===== src/rtl/mem_arbiter.sv =====
// mem_arbiter: single-port memory arbiter for fetch and load/store requesters
//   i_clk, i_reset              clock, synchronous active-high reset
//   if_req/if_addr/if_flush     fetch request, word address, redirect
//   ls_req/ls_wren/ls_addr/ls_wdata/ls_bmask  load/store request and fields
//   mem_ack/mem_rdata           memory completion pulse and read data
//   mem_req/mem_wren/mem_addr/mem_wdata/mem_bmask  registered memory transaction
//   if_valid/if_rdata, ls_valid/ls_rdata  completion pulses and held data
//   if_stall, ls_stall          request pending and not yet completed
//   o_timeout                   sticky: memory failed to answer within 255 cycles
module mem_arbiter (
    input  logic        i_clk,
    input  logic        i_reset,
    input  logic        if_req,
    input  logic [31:0] if_addr,
    input  logic        if_flush,
    input  logic        ls_req,
    input  logic        ls_wren,
    input  logic [31:0] ls_addr,
    input  logic [31:0] ls_wdata,
    input  logic [3:0]  ls_bmask,
    input  logic        mem_ack,
    input  logic [31:0] mem_rdata,
    output logic        mem_req,
    output logic        mem_wren,
    output logic [31:0] mem_addr,
    output logic [31:0] mem_wdata,
    output logic [3:0]  mem_bmask,
    output logic        if_valid,
    output logic [31:0] if_rdata,
    output logic        ls_valid,
    output logic [31:0] ls_rdata,
    output logic        if_stall,
    output logic        ls_stall,
    output logic        o_timeout
);
    typedef enum logic [1:0] {IDLE, LS_WAIT, IF_WAIT, IF_DROP} state_t;
    state_t     state;
    logic [7:0] wait_cnt;
    // A request whose valid pulse is showing is already served, so the stall
    // terms double as the grant qualifiers and prevent a duplicate grant.
    assign if_stall = if_req && !if_valid;
    assign ls_stall = ls_req && !ls_valid;
    always_ff @(posedge i_clk) begin
        if (i_reset) begin
            state     <= IDLE;
            wait_cnt  <= '0;
            mem_req   <= 1'b0;
            mem_wren  <= 1'b0;
            mem_addr  <= '0;
            mem_wdata <= '0;
            mem_bmask <= '0;
            if_valid  <= 1'b0;
            if_rdata  <= '0;
            ls_valid  <= 1'b0;
            ls_rdata  <= '0;
            o_timeout <= 1'b0;
        end else begin
            if_valid <= 1'b0;
            ls_valid <= 1'b0;
            if (state == IDLE) begin
                wait_cnt <= '0;
                if (ls_stall) begin
                    state     <= LS_WAIT;
                    mem_req   <= 1'b1;
                    mem_wren  <= ls_wren;
                    mem_addr  <= ls_addr;
                    mem_wdata <= ls_wdata;
                    mem_bmask <= ls_bmask;
                end else if (if_stall && !if_flush) begin
                    state     <= IF_WAIT;
                    mem_req   <= 1'b1;
                    mem_wren  <= 1'b0;
                    mem_addr  <= if_addr;
                    mem_wdata <= '0;
                    mem_bmask <= '0;
                end
            end else if (mem_ack) begin
                state   <= IDLE;
                mem_req <= 1'b0;
                if (state == LS_WAIT) begin
                    ls_valid <= 1'b1;
                    ls_rdata <= mem_rdata;
                end
                if (state == IF_WAIT && !if_flush) begin
                    if_valid <= 1'b1;
                    if_rdata <= mem_rdata;
                end
            end else begin
                wait_cnt <= wait_cnt + 8'd1;
                // The counter reaches 255 at this edge: abandon the transaction.
                if (wait_cnt == 8'd254) begin
                    state     <= IDLE;
                    mem_req   <= 1'b0;
                    o_timeout <= 1'b1;
                end else if (state == IF_WAIT && if_flush) begin
                    state <= IF_DROP;
                end
            end
        end
    end
endmodule


===== config.mk =====
export PLATFORM = sky130hd
export DESIGN_NAME = mem_arbiter
export DESIGN_NICKNAME = d
export VERILOG_FILES = /design/src/rtl/mem_arbiter.sv
export SDC_FILE = /design/constraint.sdc
export NUM_CORES = 1
export LEC_CHECK = 0
export CAP_MARGIN = 25
export CORE_MARGIN = 3
export CORE_UTILIZATION = 36
export CTS_CLUSTER_SIZE = 24
export DETAILED_ROUTE_END_ITERATION = 6
export PLACE_DENSITY = 0.77
export SYNTH_ARGS = -nofsm -noshare
export SYNTH_HDL_FRONTEND = slang
export SYNTH_SLANG_ARGS = --single-unit

===== constraint.sdc =====
create_clock -name i_clk -period 1.4 [get_ports i_clk]
set_input_delay 0.14 -clock i_clk [delete_from_list [all_inputs] [get_ports i_clk]]
set_output_delay 0.14 -clock i_clk [all_outputs]
set_load 0.01 [all_outputs]

# ---- After elaboration in Yosys (flattened, before gate mapping)
# Cells that the tools add are included.
dict set report classes {
  multipliers 0
  order_cmp 0
  n_bitwise 2
  muxes 21
  n_div 0
  add_sub_neg 1
  shifts 0
  reduce_logical 20
  n_eq_ne 4
}
# cell n
set op_table {}
lappend op_table {{32-bit two-way mux} 4}
lappend op_table {{2-bit two-way mux} 6}
lappend op_table {{1-bit two-way mux} 9}
lappend op_table {{3-bit AND reduction} 3}
lappend op_table {{8-bit by 1-bit adder with 8-bit output (second input constant)} 1}
lappend op_table {{8-bit equality test (second input constant)} 1}
lappend op_table {{4-bit two-way mux} 2}
lappend op_table {{2-bit AND reduction} 3}
lappend op_table {{1-bit logical AND} 5}
lappend op_table {{4-bit nonzero test} 1}
lappend op_table {{1-bit logical NOT} 3}
lappend op_table {{3-bit by 2-bit != test with 1-bit output (second input constant)} 1}
lappend op_table {{3-bit nonzero test} 1}
lappend op_table {{3-bit OR reduction} 1}
lappend op_table {{2-bit by 1-bit equality test with 1-bit output (second input constant)} 1}
lappend op_table {{2-bit equality test (second input constant)} 1}
lappend op_table {{2-bit logical NOT} 1}
lappend op_table {{1-bit NOT} 2}
lappend op_table {{2-bit nonzero test} 1}
lappend op_table {{2-bit OR reduction} 1}
dict set report totals {
  rom_bits 0
  wordCells 60
  n_memories 0
  input_bits 139
  register_bits 147
  ramBits 0
  latchBits 0
}

# ---- Logic depth before layout (Yosys ltp)
dict set report logic_depth {
  depth_word 6
  ltp_mapped 6
  ltp_nobuf 5
}

# ---- Worst setup path before layout
# OpenSTA, ideal clock, no wires.
dict set report synth_timing {
  path_type {register -> register}
  from {register ls_valid}
  to {register mem_wdata[10]}
  setup_ps 117
  arrival_time_ps 1347
  stages_incl_launch_ff 6
  n_path_buf 2
  t_required_ps 1283
  path_slack_ps -65
  cell_sequence {dfxtp_1 > nor2b_1 > o21ai_1 > buf_2 > buf_2 > a32o_1}
}
dict set report synth_between {
  elab_chain_len 4
  word_cells_on_any_way 5
  cone_classes {mux (1); reduce/logical (4)}
}
# element line
set synth_lines {}
lappend synth_lines {{from (decl)} 30} ;# output logic ls_valid,
lappend synth_lines {{from (signal assigned)} 54} ;# ls_valid <= 1'b0;
lappend synth_lines {{from (signal assigned)} 59} ;# ls_valid <= 1'b0;
lappend synth_lines {{from (signal assigned)} 81} ;# ls_valid <= 1'b1;
lappend synth_lines {{1-bit logical NOT *} 42} ;# assign ls_stall = ls_req && !ls_valid;
lappend synth_lines {{1-bit logical AND *} 42}
lappend synth_lines {{net ls_stall} 33} ;# output logic ls_stall,
lappend synth_lines {{2-bit nonzero test (no source line)} --}
lappend synth_lines {{2-bit AND reduction (no source line)} --}
lappend synth_lines {{to (signal assigned)} 67} ;# mem_wdata <= ls_wdata;
lappend synth_lines {{to (decl)} 26} ;# output logic [31:0] mem_wdata,
# The timed path passes the listed nets; every way through them passes the cells marked *.
# A chain may end at the register's enable or synchronous reset.

# ---- Final worst setup path
dict set report layout_timing {
  from {register if_valid}
  to {register mem_wdata[24]}
}
dict set report layout_between {
  elab_chain_len 5
}
# element line
set layout_lines {}
lappend layout_lines {{from (decl)} 28} ;# output logic if_valid,
lappend layout_lines {{from (signal assigned)} 52} ;# if_valid <= 1'b0;
lappend layout_lines {{from (signal assigned)} 58} ;# if_valid <= 1'b0;
lappend layout_lines {{from (signal assigned)} 85} ;# if_valid <= 1'b1;
lappend layout_lines {{1-bit logical NOT} 41} ;# assign if_stall = if_req && !if_valid;
lappend layout_lines {{1-bit logical AND} 41}
lappend layout_lines {{1-bit logical AND} 69} ;# end else if (if_stall && !if_flush) begin
lappend layout_lines {{2-bit nonzero test (no source line)} --}
lappend layout_lines {{2-bit AND reduction (no source line)} --}
# No other way between the ends.

==> results.tsv <==
stage	metric	value	unit
status	status	complete, no violations	
sta	fin crit share	99.68	%
finish	fin util	63.23	%
clock_tree	Bufs on Longest Clock Path	2	
power	clock power share	43.6	%
critical_path	Setup CP Type	register to register	
yosys	Post-synth ARST share	0	%
power	pwr/cell area	1213	nW/um^2
drt	Antenna Nets Post-Route	0	
drt	post-DR wirelength/cell	17.19	um
critical_path	Req. time, crit path	1.71	ns
drt	Residual DRC	0	
yosys	syn avg cell area	9.224	um^2
placement	dpl cells	1026	
finish	share of layout cells above drive strength 1	14.32	%
sta	relative slew slack	60.73	%
global_route	vias in the first global route	5228	
clock_tree	Clock transition at path regs	0.06	ns
clock_tree	clock sink total	147	
power	Net Sw Frac	24.62	%
power	Pint	0.008436	W
drt	1st-iter DRT viols	248	
power	worst vdd ir	0.7752	mV
die	die width	128.2	um
sta	final setup violating endpoints	0	
yosys	Post-synth EDFFs	0	
drt	DR pass1 iterations	6	
yosys	YS warnings	0	
critical_path	Slowest cell on crit path	dfxtp_2	
die	row count	44	
finish	nets	1008	
sta	RSZ-0062 raised after global routing	true	
sta	clk_skew	0.01027	ns
critical_path	CP startpoint kind	register	
yosys	Gate Count Post-Synth	583	
drt	Vias	5353	
min_path	Hold Path End	o_timeout	
yosys	synthesized flop and latch total	147	
clock_tree	CTS tree	yes	
die	die height	128.2	um
sta	Final min period	1.396	ns
critical_path	critical path cell sequence	nor3b_4, buf_6, o21ai_4, buf_12, a32o_1	
sta	slew at the pin with the worst max-slew slack	0.5852	ns
placement	number of port buffers	277	
sta	endpoints failing hold	0	
critical_path	crit-path max FO	34	
power	Logic pwr share	15.6	%
die	CORE AREA	14590	um^2
clock_tree	total number of H-tree levels	4	
sta	Slew Limit Fails	0	
run	Max Cap Viol	0	
sta	Fmax	0.7166	GHz
global_route	first-pass GRT wire length	26.80	mm
critical_path	Worst R2R End	mem_wdata[24]	
power	Leak	4.070	nW
clock_tree	total CTS buffers	17	
die	die area	16440	um^2
placement	placed instance area	8577	um^2
yosys	area of the mapped netlist	5378	um^2
min_path	Hold Path Origin	i_reset	
critical_path	worst reg2reg setup slack	0.004	ns
finish	Area growth syn-to-layout	71.54	%
drt	final WL	18.29	mm
clock_tree	clk_lat worst skew	0.42	ns
global_route	total gr overflow	0	
critical_path	Critical Path Max Stage Delay	0.34	ns
global_route	maximum number of pins on one net before global-route repair	102	
critical_path	Worst EP arrival	1.70	ns
die	Top Ports	278	
sta	Fin Setup TNS	0	ns
min_path	hold crit path type	input port to register	
critical_path	r2r startpoint	if_valid	
yosys	Netlist cell types	35	
min_path	hold path cells	4	
clock_tree	hold-fix buffers at CTS	0	
clock_tree	CTS root buffer	clkbuf_16	
finish	Post-Layout Cell Count	1064	
global_route	number of antenna violations at the first check in global routing	0	
power	Sw Pwr	0.002756	W
finish	Finished Cell Area	9225	um^2
yosys	Synth Flop Type	dfxtp_1	
power	sequential power share	40.8	%
global_route	Total GRT Usage	20.73	%
yosys	Syn Nets	724	
critical_path	Reg2Reg Depth	5	
critical_path	Setup crit end kind	register	
finish	diode count	0	
die	Initial Utilization	36.86	%
drt	Via-to-Cell Ratio	5.031	
yosys	register area share after synthesis	54.72	%
placement	HPWL Detailed	12.38	mm
placement	GPL Wtd Cong	0.7950	
layer usage:
layer	global-route usage (%)	vias to the layer above	wire length [um]
met1	23.93	2482	7379
met3	9.042	24	1863
met5	0	-	0
met2	33.34	226	8723
li1	-	2621	-
met4	9.051	0	318
sequential cells by signal, summed over array words and instances (netlist names):
register   count
wait_cnt       8
o_timeout      1
if_rdata      32
mem_req        1
mem_bmask      4
mem_wdata     32
ls_rdata      32
if_valid       1
ls_valid       1
state          2
mem_addr      32
mem_wren       1
logic make-up after synthesis:
logic type | synth area share, %
AOI/OAI and AO/OA | 24.69
xor gates and xnor gates | 0.4887
adders and majority gates | 0.4653
buffers and inverters | 6.771
DFF | 54.72
and+or+nand+nor | 12.87
synth_stat cells (all sizes together) (2+ instances only):
cell / number / share of area [%]
ha: 2 / 0.47
nand3: 2 / 0.19
o211ai: 2 / 0.28
buf: 20 / 2.2
o21ai: 6 / 0.56
or3: 3 / 0.35
clkbuf: 30 / 2.1
nand3b: 3 / 0.42
o221a: 32 / 6.7
nor2b: 2 / 0.23
a32o: 37 / 6.9
a21oi: 103 / 9.6
nand2: 132 / 9.2
o31ai: 2 / 0.28
inv: 35 / 2.4
dfxtp: 147 / 55
xor2: 3 / 0.49
nor2: 8 / 0.56
o21a: 2 / 0.28
stage by stage:
stage	total power (W)	hold slack, ns	worst slack (ns)
4_1_cts	0.01124	0.2131	-0.01709
3_5_place_dp	0.006515	0.4462	-0.3801
3_3_place_gp	0.006487	0.4402	-0.3487
5_1_grt	0.01162	0.2522	-0.03706
6_report	0.01119	0.2379	0.004436
2_1_floorplan	0.005342	0.2658	0.006423
worst max-delay path: cells and delay by family, from the launching register on:
family / cells / cell delay (ns)
flops: 1 / 0.34
compound gates: 2 / 0.33
buf+inv: 2 / 0.33
simple gates: 1 / 0.27
power by group through the flow:
stage | Combinational, W | Sequential (W) | Clock, W
after floorplan | 0.000587 | 0.00475 | 0
after global placement | 0.00183 | 0.00466 | 0
after detailed placement | 0.00185 | 0.00466 | 0
after CTS | 0.00170 | 0.00456 | 0.00498
after global routing | 0.00188 | 0.00459 | 0.00515
final | 0.00175 | 0.00456 | 0.00488
how the worst max path moves through the flow:
stage / from / to / slack [ns] / cells past startpoint
global route: state[0] / if_rdata[22] / -0.04 / 6
CTS: ls_valid / ls_stall / -0.02 / 2
detailed placement: if_req / mem_wdata[24] / -0.38 / 6
global placement: if_req / mem_wdata[20] / -0.35 / 6
floorplan: state[1] / mem_bmask[0] / 0.006 / 6
finish: if_valid / mem_wdata[24] / 0.004 / 5
final cells by class:
| class | instances | area [um^2] |
|---|---|---|
| Clock buffer | 18 | 429.2 |
| Clock inverter | 14 | 201.4 |
| Fill cell | 1240 | 5364 |
| Inverter | 35 | 131.4 |
| Multi-Input combinational cell | 351 | 2176 |
| Sequential cell | 147 | 2953 |
| Tap cell | 184 | 230.2 |
| Timing Repair Buffer | 315 | 3104 |
layout by cell type, fill, tap and decap left out, types with 2 or more instances in the layout:
| cell | count |
|---|---|
| a21oi_1 | 92 |
| a21oi_2 | 11 |
| a32o_1 | 37 |
| buf_12 | 13 |
| buf_4 | 19 |
| buf_6 | 4 |
| bufinv_16 | 4 |
| clkbuf_16 | 20 |
| clkdlybuf4s50_1 | 137 |
| clkinv_2 | 2 |
| clkinv_4 | 2 |
| dfxtp_1 | 143 |
| dfxtp_2 | 2 |
| dfxtp_4 | 2 |
| dlygate4sd2_1 | 137 |
| ha_1 | 2 |
| inv_1 | 35 |
| inv_6 | 4 |
| nand2_1 | 132 |
| nand3_1 | 2 |
| nand3b_1 | 3 |
| nor2_1 | 7 |
| o211ai_1 | 2 |
| o21ai_0 | 4 |
| o221a_2 | 31 |
| o31ai_1 | 2 |
| or3_1 | 3 |
| xor2_1 | 3 |
timing repair:
item                                    4_1_cts  5_1_grt
setup buffers                                 0        1
pin swaps                                     0        3
endpoints found under the setup margin      206       89
resized for setup                           147       22
gates cloned                                  0        5
Power figures use the tool's default switching activity.
